### src/rtl/axil_pkg.sv
// Shared types and response encodings for the AXI4-Lite master bridge.
package axil_pkg;

  typedef enum logic [2:0] {
    IDLE,
    WR_ADDR_DATA,
    WAIT_B,
    RD_ADDR,
    WAIT_R,
    RESP
  } state_e;

  localparam logic [1:0] RESP_OKAY   = 2'b00;
  localparam logic [1:0] RESP_EXOKAY = 2'b01;
  localparam logic [1:0] RESP_SLVERR = 2'b10;
  localparam logic [1:0] RESP_DECERR = 2'b11;

  // SLVERR and DECERR both report as an error to the client.
  function automatic logic resp_is_err(input logic [1:0] resp);
    logic err;
    err = 1'b0;
    case (resp)
      RESP_OKAY, RESP_EXOKAY:   err = 1'b0;
      RESP_SLVERR, RESP_DECERR: err = 1'b1;
      default:                  err = 1'b0;
    endcase
    return err;
  endfunction

endpackage

### src/rtl/axil_master_bridge.sv
// Single-outstanding AXI4-Lite initiator fed from a valid/ready request port.
// Define AXIL_ADDR_CHECK_EN to reject requests outside [BASE_ADDR, BASE_ADDR+SIZE_BYTES).
module axil_master_bridge
  import axil_pkg::*;
#(
  parameter int unsigned           ADDR_WIDTH = 32,
  parameter int unsigned           DATA_WIDTH = 32,
  parameter logic [2:0]            PROT       = 3'b000,
  parameter logic [ADDR_WIDTH-1:0] BASE_ADDR  = '0,
  parameter logic [ADDR_WIDTH:0]   SIZE_BYTES = 'h1_0000,
  localparam int unsigned          STRB_WIDTH = DATA_WIDTH / 8
) (
  input  logic                  aclk,
  input  logic                  aresetn,

  input  logic                  req_valid,
  output logic                  req_ready,
  input  logic                  req_write,
  input  logic [ADDR_WIDTH-1:0] req_addr,
  input  logic [DATA_WIDTH-1:0] req_wdata,
  input  logic [STRB_WIDTH-1:0] req_wstrb,

  output logic                  resp_valid,
  output logic [DATA_WIDTH-1:0] resp_rdata,
  output logic                  resp_err,

  output logic [ADDR_WIDTH-1:0] m_axil_awaddr,
  output logic [2:0]            m_axil_awprot,
  output logic                  m_axil_awvalid,
  input  logic                  m_axil_awready,
  output logic [DATA_WIDTH-1:0] m_axil_wdata,
  output logic [STRB_WIDTH-1:0] m_axil_wstrb,
  output logic                  m_axil_wvalid,
  input  logic                  m_axil_wready,
  input  logic [1:0]            m_axil_bresp,
  input  logic                  m_axil_bvalid,
  output logic                  m_axil_bready,
  output logic [ADDR_WIDTH-1:0] m_axil_araddr,
  output logic [2:0]            m_axil_arprot,
  output logic                  m_axil_arvalid,
  input  logic                  m_axil_arready,
  input  logic [DATA_WIDTH-1:0] m_axil_rdata,
  input  logic [1:0]            m_axil_rresp,
  input  logic                  m_axil_rvalid,
  output logic                  m_axil_rready
);

  state_e                  state_q, state_d;
  logic [ADDR_WIDTH-1:0]   addr_q, addr_d;
  logic [DATA_WIDTH-1:0]   wdata_q, wdata_d;
  logic [STRB_WIDTH-1:0]   wstrb_q, wstrb_d;
  logic                    aw_done_q, aw_done_d;
  logic                    w_done_q, w_done_d;
  logic [DATA_WIDTH-1:0]   rdata_q, rdata_d;
  logic                    err_q, err_d;
  logic                    addr_in_window;

`ifdef AXIL_ADDR_CHECK_EN
  // One extra bit keeps BASE_ADDR+SIZE_BYTES from wrapping at the top of the map.
  localparam logic [ADDR_WIDTH:0] WIN_LO = {1'b0, BASE_ADDR};
  localparam logic [ADDR_WIDTH:0] WIN_HI = WIN_LO + SIZE_BYTES;

  assign addr_in_window = ({1'b0, req_addr} >= WIN_LO) && ({1'b0, req_addr} < WIN_HI);
`else
  assign addr_in_window = 1'b1;
`endif

  assign req_ready      = (state_q == IDLE);
  assign resp_valid     = (state_q == RESP);
  assign resp_rdata     = rdata_q;
  assign resp_err       = err_q;

  assign m_axil_awaddr  = addr_q;
  assign m_axil_awprot  = PROT;
  assign m_axil_awvalid = (state_q == WR_ADDR_DATA) && !aw_done_q;
  assign m_axil_wdata   = wdata_q;
  assign m_axil_wstrb   = wstrb_q;
  assign m_axil_wvalid  = (state_q == WR_ADDR_DATA) && !w_done_q;
  assign m_axil_bready  = (state_q == WAIT_B);
  assign m_axil_araddr  = addr_q;
  assign m_axil_arprot  = PROT;
  assign m_axil_arvalid = (state_q == RD_ADDR);
  assign m_axil_rready  = (state_q == WAIT_R);

  always_comb begin
    state_d   = state_q;
    addr_d    = addr_q;
    wdata_d   = wdata_q;
    wstrb_d   = wstrb_q;
    aw_done_d = aw_done_q;
    w_done_d  = w_done_q;
    rdata_d   = rdata_q;
    err_d     = err_q;

    case (state_q)
      IDLE: begin
        if (req_valid) begin
          addr_d    = req_addr;
          wdata_d   = req_wdata;
          wstrb_d   = req_wstrb;
          aw_done_d = 1'b0;
          w_done_d  = 1'b0;
          if (!addr_in_window) begin
            rdata_d = '0;
            err_d   = 1'b1;
            state_d = RESP;
          end else if (req_write) begin
            state_d = WR_ADDR_DATA;
          end else begin
            state_d = RD_ADDR;
          end
        end
      end
      // AW and W complete independently; the later of the two moves us on.
      WR_ADDR_DATA: begin
        aw_done_d = aw_done_q | (m_axil_awvalid & m_axil_awready);
        w_done_d  = w_done_q  | (m_axil_wvalid  & m_axil_wready);
        if (aw_done_d && w_done_d) begin
          state_d = WAIT_B;
        end
      end
      WAIT_B: begin
        if (m_axil_bvalid) begin
          rdata_d = '0;
          err_d   = resp_is_err(m_axil_bresp);
          state_d = RESP;
        end
      end
      RD_ADDR: begin
        if (m_axil_arready) begin
          state_d = WAIT_R;
        end
      end
      WAIT_R: begin
        if (m_axil_rvalid) begin
          rdata_d = m_axil_rdata;
          err_d   = resp_is_err(m_axil_rresp);
          state_d = RESP;
        end
      end
      RESP:    state_d = IDLE;
      default: state_d = IDLE;
    endcase
  end

  always_ff @(posedge aclk or negedge aresetn) begin
    if (!aresetn) begin
      state_q   <= IDLE;
      addr_q    <= '0;
      wdata_q   <= '0;
      wstrb_q   <= '0;
      aw_done_q <= 1'b0;
      w_done_q  <= 1'b0;
      rdata_q   <= '0;
      err_q     <= 1'b0;
    end else begin
      state_q   <= state_d;
      addr_q    <= addr_d;
      wdata_q   <= wdata_d;
      wstrb_q   <= wstrb_d;
      aw_done_q <= aw_done_d;
      w_done_q  <= w_done_d;
      rdata_q   <= rdata_d;
      err_q     <= err_d;
    end
  end

endmodule

### config.mk
export PLATFORM = sky130hd
export DESIGN_NAME = axil_master_bridge
export DESIGN_NICKNAME = d
export VERILOG_FILES = /design/src/rtl/axil_pkg.sv /design/src/rtl/axil_master_bridge.sv
export SDC_FILE = /design/constraint.sdc
export NUM_CORES = 1
export LEC_CHECK = 0
export ABC_AREA = 1
export CAP_MARGIN = 20
export CORE_MARGIN = 2
export CORE_UTILIZATION = 40
export CTS_BUF_LIST = sky130_fd_sc_hd__clkbuf_8
export DETAILED_ROUTE_END_ITERATION = 10
export PLACE_DENSITY = 0.83
export SLEW_MARGIN = 30
export SYNTH_ARGS = -nofsm -noshare
export SYNTH_HDL_FRONTEND = slang
export SYNTH_SLANG_ARGS = --single-unit
### constraint.sdc
create_clock -name aclk -period 1.95 [get_ports aclk]
set_input_delay 0.585 -clock aclk [delete_from_list [all_inputs] [get_ports aclk]]
set_output_delay 0.585 -clock aclk [all_outputs]
set_load 0.02 [all_outputs]
==> results.cfg, run 1 <==
[grt]
grt_max_degree = 69
grt_pass1_vias = 4285
grt_overflow = 0
grt_pass1_wl_um = 21500
track_usage_pct = 21.3
antenna_found_initial = 0

[timing]
max_freq_mhz = 524
hold_ws_ns = 0.140
fin_crit_ns = 1.91
hold_viol_final = 0
finalCritPeriodShare_pct = 97.8
finalSetupViolations = 0
slew_violations = 0
worst_clock_skew_ns = 0.0144
grt_setup_unrepaired = yes

[floorplanning]
dieArea_um2 = 12500
die_h_um = 112
io_pins = 259
die_width_um = 112
core_um2 = 11400
num_rows = 39
initial_core_util_pct = 40.7

[setup_path]
cp_data_arrival_time_ns = 1.32
cp_cell_sequence = inv_2, nor2_4, inv_2, nor2_1, buf_4
cpPeakStageDelay_ns = 0.44
cpMostUsedCell = inv_2
path_class = reg2out
end_kind = output pin
worstSetupStartpointType = register
worst_ep_required_time_ns = 1.36
critPathSlowestCell = dfrtp_1
worstPathMaxFanout = 4

[cts]
cts-root-buf = clkbuf_8
clk_pin_slew_worst_paths_ns = 0.10
htreeDepth = 3
clock_sinks = 106
cts_buffer_depth = 2
cts_tree = yes
cts_hold_buffers = 0
clock_latency_ns = 0.35
numCtsBuffers = 9

[synth]
yosysUniqueCellTypes = 24
synthFlopType = dfrtp_1
avgSynthCellArea_um2 = 8.72
synth_top_area_share_pct = 57.3
synthArstFlopShare_pct = 100
ys_seq_area_share_pct = 57.3
ys_ff_latch = 106
ys_warn_count = 0
synthTopCellsByArea = dfrtp_1 57%, nand2_1 21%, buf_4 6.2%, nand3_1 4.0%, o21ai_0 3.2%
synth_edf_count = 0
synth_area_um2 = 4630
syn_inst = 531
yosys.area.top_type = dfrtp_1

[route]
wl_per_cell_um = 14.6
vias = 4297
vias_per_cell = 4.76
drt_iter0_markers = 229
dr.pass1.iters = 4
post-route-drc-count = 0
wirelength_um = 13200
antenna_left = 0

[job]
cap_violations = 0

[layout]
syn_to_final_growth_pct = 60.5
final_layout_size_suffix_gt1_share_pct = 8.29
nets = 868
num_antenna_cells = 0
fillers = 920

[power_and_ir_drop]
powerDensity_nw_per_um2 = 1560
power.leakage_uw = 0.00486
total_power_uw = 11600
irDropWorstVdd_mv = 0.903

[place]
dpl.hpwl_um = 9720
gp_congestion = 0.826
portBuffers = 250

[status]
status = finished, final reports clean

[hold_path]
hp-class = in2async
## cell usage in the layout (no fill, tap or decap), drive strengths merged
cell type      synthesis  layout
a21oi                  2       2
and2                   1       1
buf                   59      30
bufinv                 0       2
clkbuf                 5       9
clkdlybuf4s50          0     112
clkinv                 0       3
clkinvlp               0       1
conb                   1       6
dfrtp                106     106
dlygate4sd2            0      54
dlymetal6s2s           0      76
inv                   14      15
nand2                259     259
nand3                 37      37
nand3b                 2       2
nand4                  2       2
nor2                   8       8
nor3                   1       1
o21ai                 34      34
## final timing paths
kind,from,end,slack [ns],cells past startpoint
min in group aclk,m_axil_wstrb[3]$_DFFE_PN0P_,m_axil_wstrb[3]$_DFFE_PN0P_,0.47,2
min,aresetn,m_axil_araddr[27]$_DFFE_PN0P_,0.14,1
max reg2reg,state_q[1]$_DFFE_PN0P_,resp_rdata[7]$_DFFE_PN0P_,0.18,10
max,state_q[1]$_DFFE_PN0P_,m_axil_arvalid,0.04,5
max in group asynchronous,aresetn,resp_rdata[5]$_DFFE_PN0P_,1.25,2
min reg2reg,m_axil_wstrb[3]$_DFFE_PN0P_,m_axil_wstrb[3]$_DFFE_PN0P_,0.47,2
## synthesized netlist by cell type (2+ instances only)
master    instances
o21ai_0          30
clkbuf_1          2
buf_6             6
a21oi_1           2
inv_2             5
dfrtp_1         106
nand2_4           3
nand4_1           2
nand2_1         255
nand3b_1          2
o21ai_1           4
nor2_4            3
buf_2            15
inv_1             8
nor2_1            4
buf_4            38
clkbuf_2          3
nand3_1          37
## final cells by class
type / instances / area [µm²] / share of cell area [%]
timing repair buffer: 272 / 2840 / 38.1
tap: 143 / 179 / 2.41
inverter: 14 / 55.1 / 0.740
clock inverter: 7 / 91.3 / 1.23
multi-input combinational: 352 / 1500 / 20.1
sequential: 106 / 2650 / 35.7
clock buffer: 9 / 124 / 1.67
## power breakdown
| group | total [µW] | switching (µW) | internal, µW | leakage, µW |
|---|---|---|---|---|
| clock | 1460 | 737 | 722 | 0.000109 |
| combinational | 6430 | 3800 | 2630 | 0.00339 |
| sequential | 3720 | 563 | 3160 | 0.00136 |
## through the flow
step / area (µm²) / setup TNS, ns / util (%) / std cells / setup slack, ns
finish: 7440 / 0 / 65.4 / 903 / 0.0429
floorplan: 4650 / 0 / - / 536 / 0.336
global placement: 7100 / 0 / 62.5 / 885 / 0.00299
detailed placement: 7100 / -0.0576 / 62.5 / 885 / -0.0268
global route: 7440 / -0.0750 / 65.4 / 903 / -0.0413
CTS: 7240 / 0 / 63.7 / 902 / 0.0000183
## registers in the layout, indices dropped and copies added, names as in the netlist
register       count
m_axil_araddr     32
m_axil_wdata      32
resp_rdata        32
m_axil_wstrb       4
state_q            3
aw_done_q          1
resp_err           1
w_done_q           1
## logic make-up after synthesis
logic type             Yosys count  share of synthesized area [%]
DFF                            106                           57.3
other                            1                         0.0810
and+or+nand+nor                310                           27.8
AOI/OAI and AO/OA               36                           3.89
buffers and inverters           78                           10.9
## critical path, delay by kind of cell (launching register included)
kind	cells	cell delay [ns]
AND/OR/NAND/NOR	2	0.23
buffers and inverters	3	0.29
flip-flops	1	0.44
## repair_timing
| item | 4_1_cts | 5_1_grt |
|---|---|---|
| pin swaps | 1 | 0 |
| setup endpoints to repair | 68 | 82 |
| buffers inserted | 1 | 1 |
| resized for setup | 83 | 82 |
## layer usage
layer | global-route usage, % | share of wire, % | up-vias | wire length, µm
met5 | 0 | 0 | - | 0
met4 | 6.26 | 1.8 | 0 | 242
met3 | 7.02 | 8.4 | 24 | 1110
met2 | 37.1 | 51 | 193 | 6770
met1 | 25.3 | 39 | 2026 | 5090
li1 | - | - | 2054 | -
Note: power is estimated with default switching activity, not from simulation.
==> run 2: changes to the inputs <==
CORE_ASPECT_RATIO = 0.6   (was default)
CORE_UTILIZATION = 36   (was 40)
PLACE_DENSITY = 0.79   (was 0.83)
clock period = 1.7 ns   (was 1.95 ns; I/O delays follow)
==> results.cfg, run 2 (synthesized netlist as in run 1, its figures left out) <==
[status]
status = finished, violations left
violations = negative setup slack

[grt]
grt_max_degree = 41
grt_pass1_vias = 4219
grt_pass1_wl_um = 21700
antenna_found_initial = 0
grt_overflow = 0
track_usage_pct = 20.0

[route]
dr.pass1.iters = 4
wirelength_um = 14600
drt_iter0_markers = 172
wl_per_cell_um = 15.3
antenna_left = 0
post-route-drc-count = 0
vias = 4346
vias_per_cell = 4.56

[layout]
multi_input_area_um2 = 1530
nets = 892
final_cells = 953
final_cell_mix = 251 x nand2_1, 123 x dlygate4sd2_1, 109 x clkdlybuf4s50_1
final-seq-area_um2 = 2650
final_cell_area_um2 = 7520
num_antenna_cells = 0
final_layout_size_suffix_gt1_share_pct = 12.1
final_common_cell = nand2_1
syn_to_final_growth_pct = 62.4
fillers = 1159

[cts]
clock_latency_ns = 0.36
cts_tree = yes
cts-root-buf = clkbuf_8
cts_hold_buffers = 0
htreeDepth = 3
clk_pin_slew_worst_paths_ns = 0.10
cts_buffer_depth = 2
numCtsBuffers = 9
clock_sinks = 106

[setup_path]
worstPathMaxFanout = 5
path_class = reg2out
end_kind = output pin
worst_ep_required_time_ns = 1.19
worstSetupStartpointType = register
cp_data_arrival_time_ns = 1.31

[power_and_ir_drop]
power.leakage_uw = 0.00418
powerDensity_nw_per_um2 = 1820
total_power_uw = 13700
irDropWorstVdd_mv = 0.741

[floorplanning]
core_um2 = 12700
die_width_um = 150
num_rows = 32
dieArea_um2 = 13800
io_pins = 259
initial_core_util_pct = 36.5
die_h_um = 91.9

[timing]
hold_viol_final = 0
fin_crit_ns = 1.82
max_freq_mhz = 549
grt_setup_unrepaired = yes
finalSetupTns_ns = -0.565
finalSetupViolations = 7
setup_ws_ns = -0.121
worst_clock_skew_ns = 0.00882
slew_violations = 0
finalCritPeriodShare_pct = 107

[hold_path]
hp-class = in2async

[place]
dpl_cell_area_um2 = 7170
dp_cells = 918
portBuffers = 250
dpl.hpwl_um = 9960
pre_cts_ws_ns = -0.232
gp_congestion = 0.804

[job]
cap_violations = 0
## run 2: changes by cell type in the layout (fill, tap and decap cells not counted), moves of 4 or more
cell | before | now
o21ai_1 | 4 | 10
buf_6 | 0 | 11
nand2_1 | 255 | 251
clkdlybuf4s15_1 | 0 | 6
buf_4 | 20 | 28
clkbuf_16 | 0 | 5
clkbuf_2 | 0 | 4
o21ai_0 | 30 | 24
dlymetal6s2s_1 | 76 | 0
dlygate4sd2_1 | 54 | 123
## run 2: layer usage
layer / routed length [µm] / vias up / global-route usage, %
met1: 6800 / 2076 / 27.3
met5: 0 / - / 0
li1: - / 2106 / -
met4: 147 / 0 / 4.72
met2: 6590 / 153 / 31.6
met3: 1020 / 11 / 5.82
## run 2: repair_timing
item                       CTS  global route
resized for setup          176            41
setup endpoints to repair  176           113
cloned                       1             7
setup buffers                3            10
pin swaps                    3             4
## run 2: path summary, 6_finish.rpt
| path | startpoint | end | slack (ns) | cells past startpoint |
|---|---|---|---|---|
| worst max-delay path | state_q[0]$_DFFE_PN0P_ | m_axil_rready | -0.12 | 4 |
| worst max register to register | state_q[0]$_DFFE_PN0P_ | resp_rdata[3]$_DFFE_PN0P_ | 0.06 | 10 |
| min in group aclk | m_axil_wdata[20]$_DFFE_PN0P_ | m_axil_wdata[20]$_DFFE_PN0P_ | 0.47 | 2 |
| worst min-delay path | aresetn | resp_rdata[9]$_DFFE_PN0P_ | 0.03 | 1 |
| worst min register to register | m_axil_wdata[20]$_DFFE_PN0P_ | m_axil_wdata[20]$_DFFE_PN0P_ | 0.47 | 2 |
| max in group asynchronous | aresetn | state_q[0]$_DFFE_PN0P_ | 1.13 | 2 |
## run 2: layout make-up
type,instances,area share [%]
Timing Repair Buffer,294,37.9
Multi-Input combinational cell,353,20.3
Inverter,14,0.832
Sequential cell,106,35.3
Tap cell,170,2.83
Clock inverter,6,1.13
Timing Repair inverter,1,0.0832
Clock buffer,9,1.65
## run 2: critical path: stages, from the launching register on
cell,delay (ns)
dfrtp_2,0.47
nor2_4,0.18
nand2_4,0.09
inv_6,0.09
buf_6,0.12
## run 2: power by group
part	internal, µW	total (µW)	switching, µW
clock	818	1670	849
sequential	3630	4300	673
combinational	3080	7750	4670
total	7520	13700	6190
## run 2: through the flow
step,utilization (%),hold slack (ns)
floorplan,-,0.214
detailed placement,56.5,0.435
global route,59.3,0.0179
finish,59.3,0.0339
CTS,57.1,0.0165
global placement,56.5,0.440
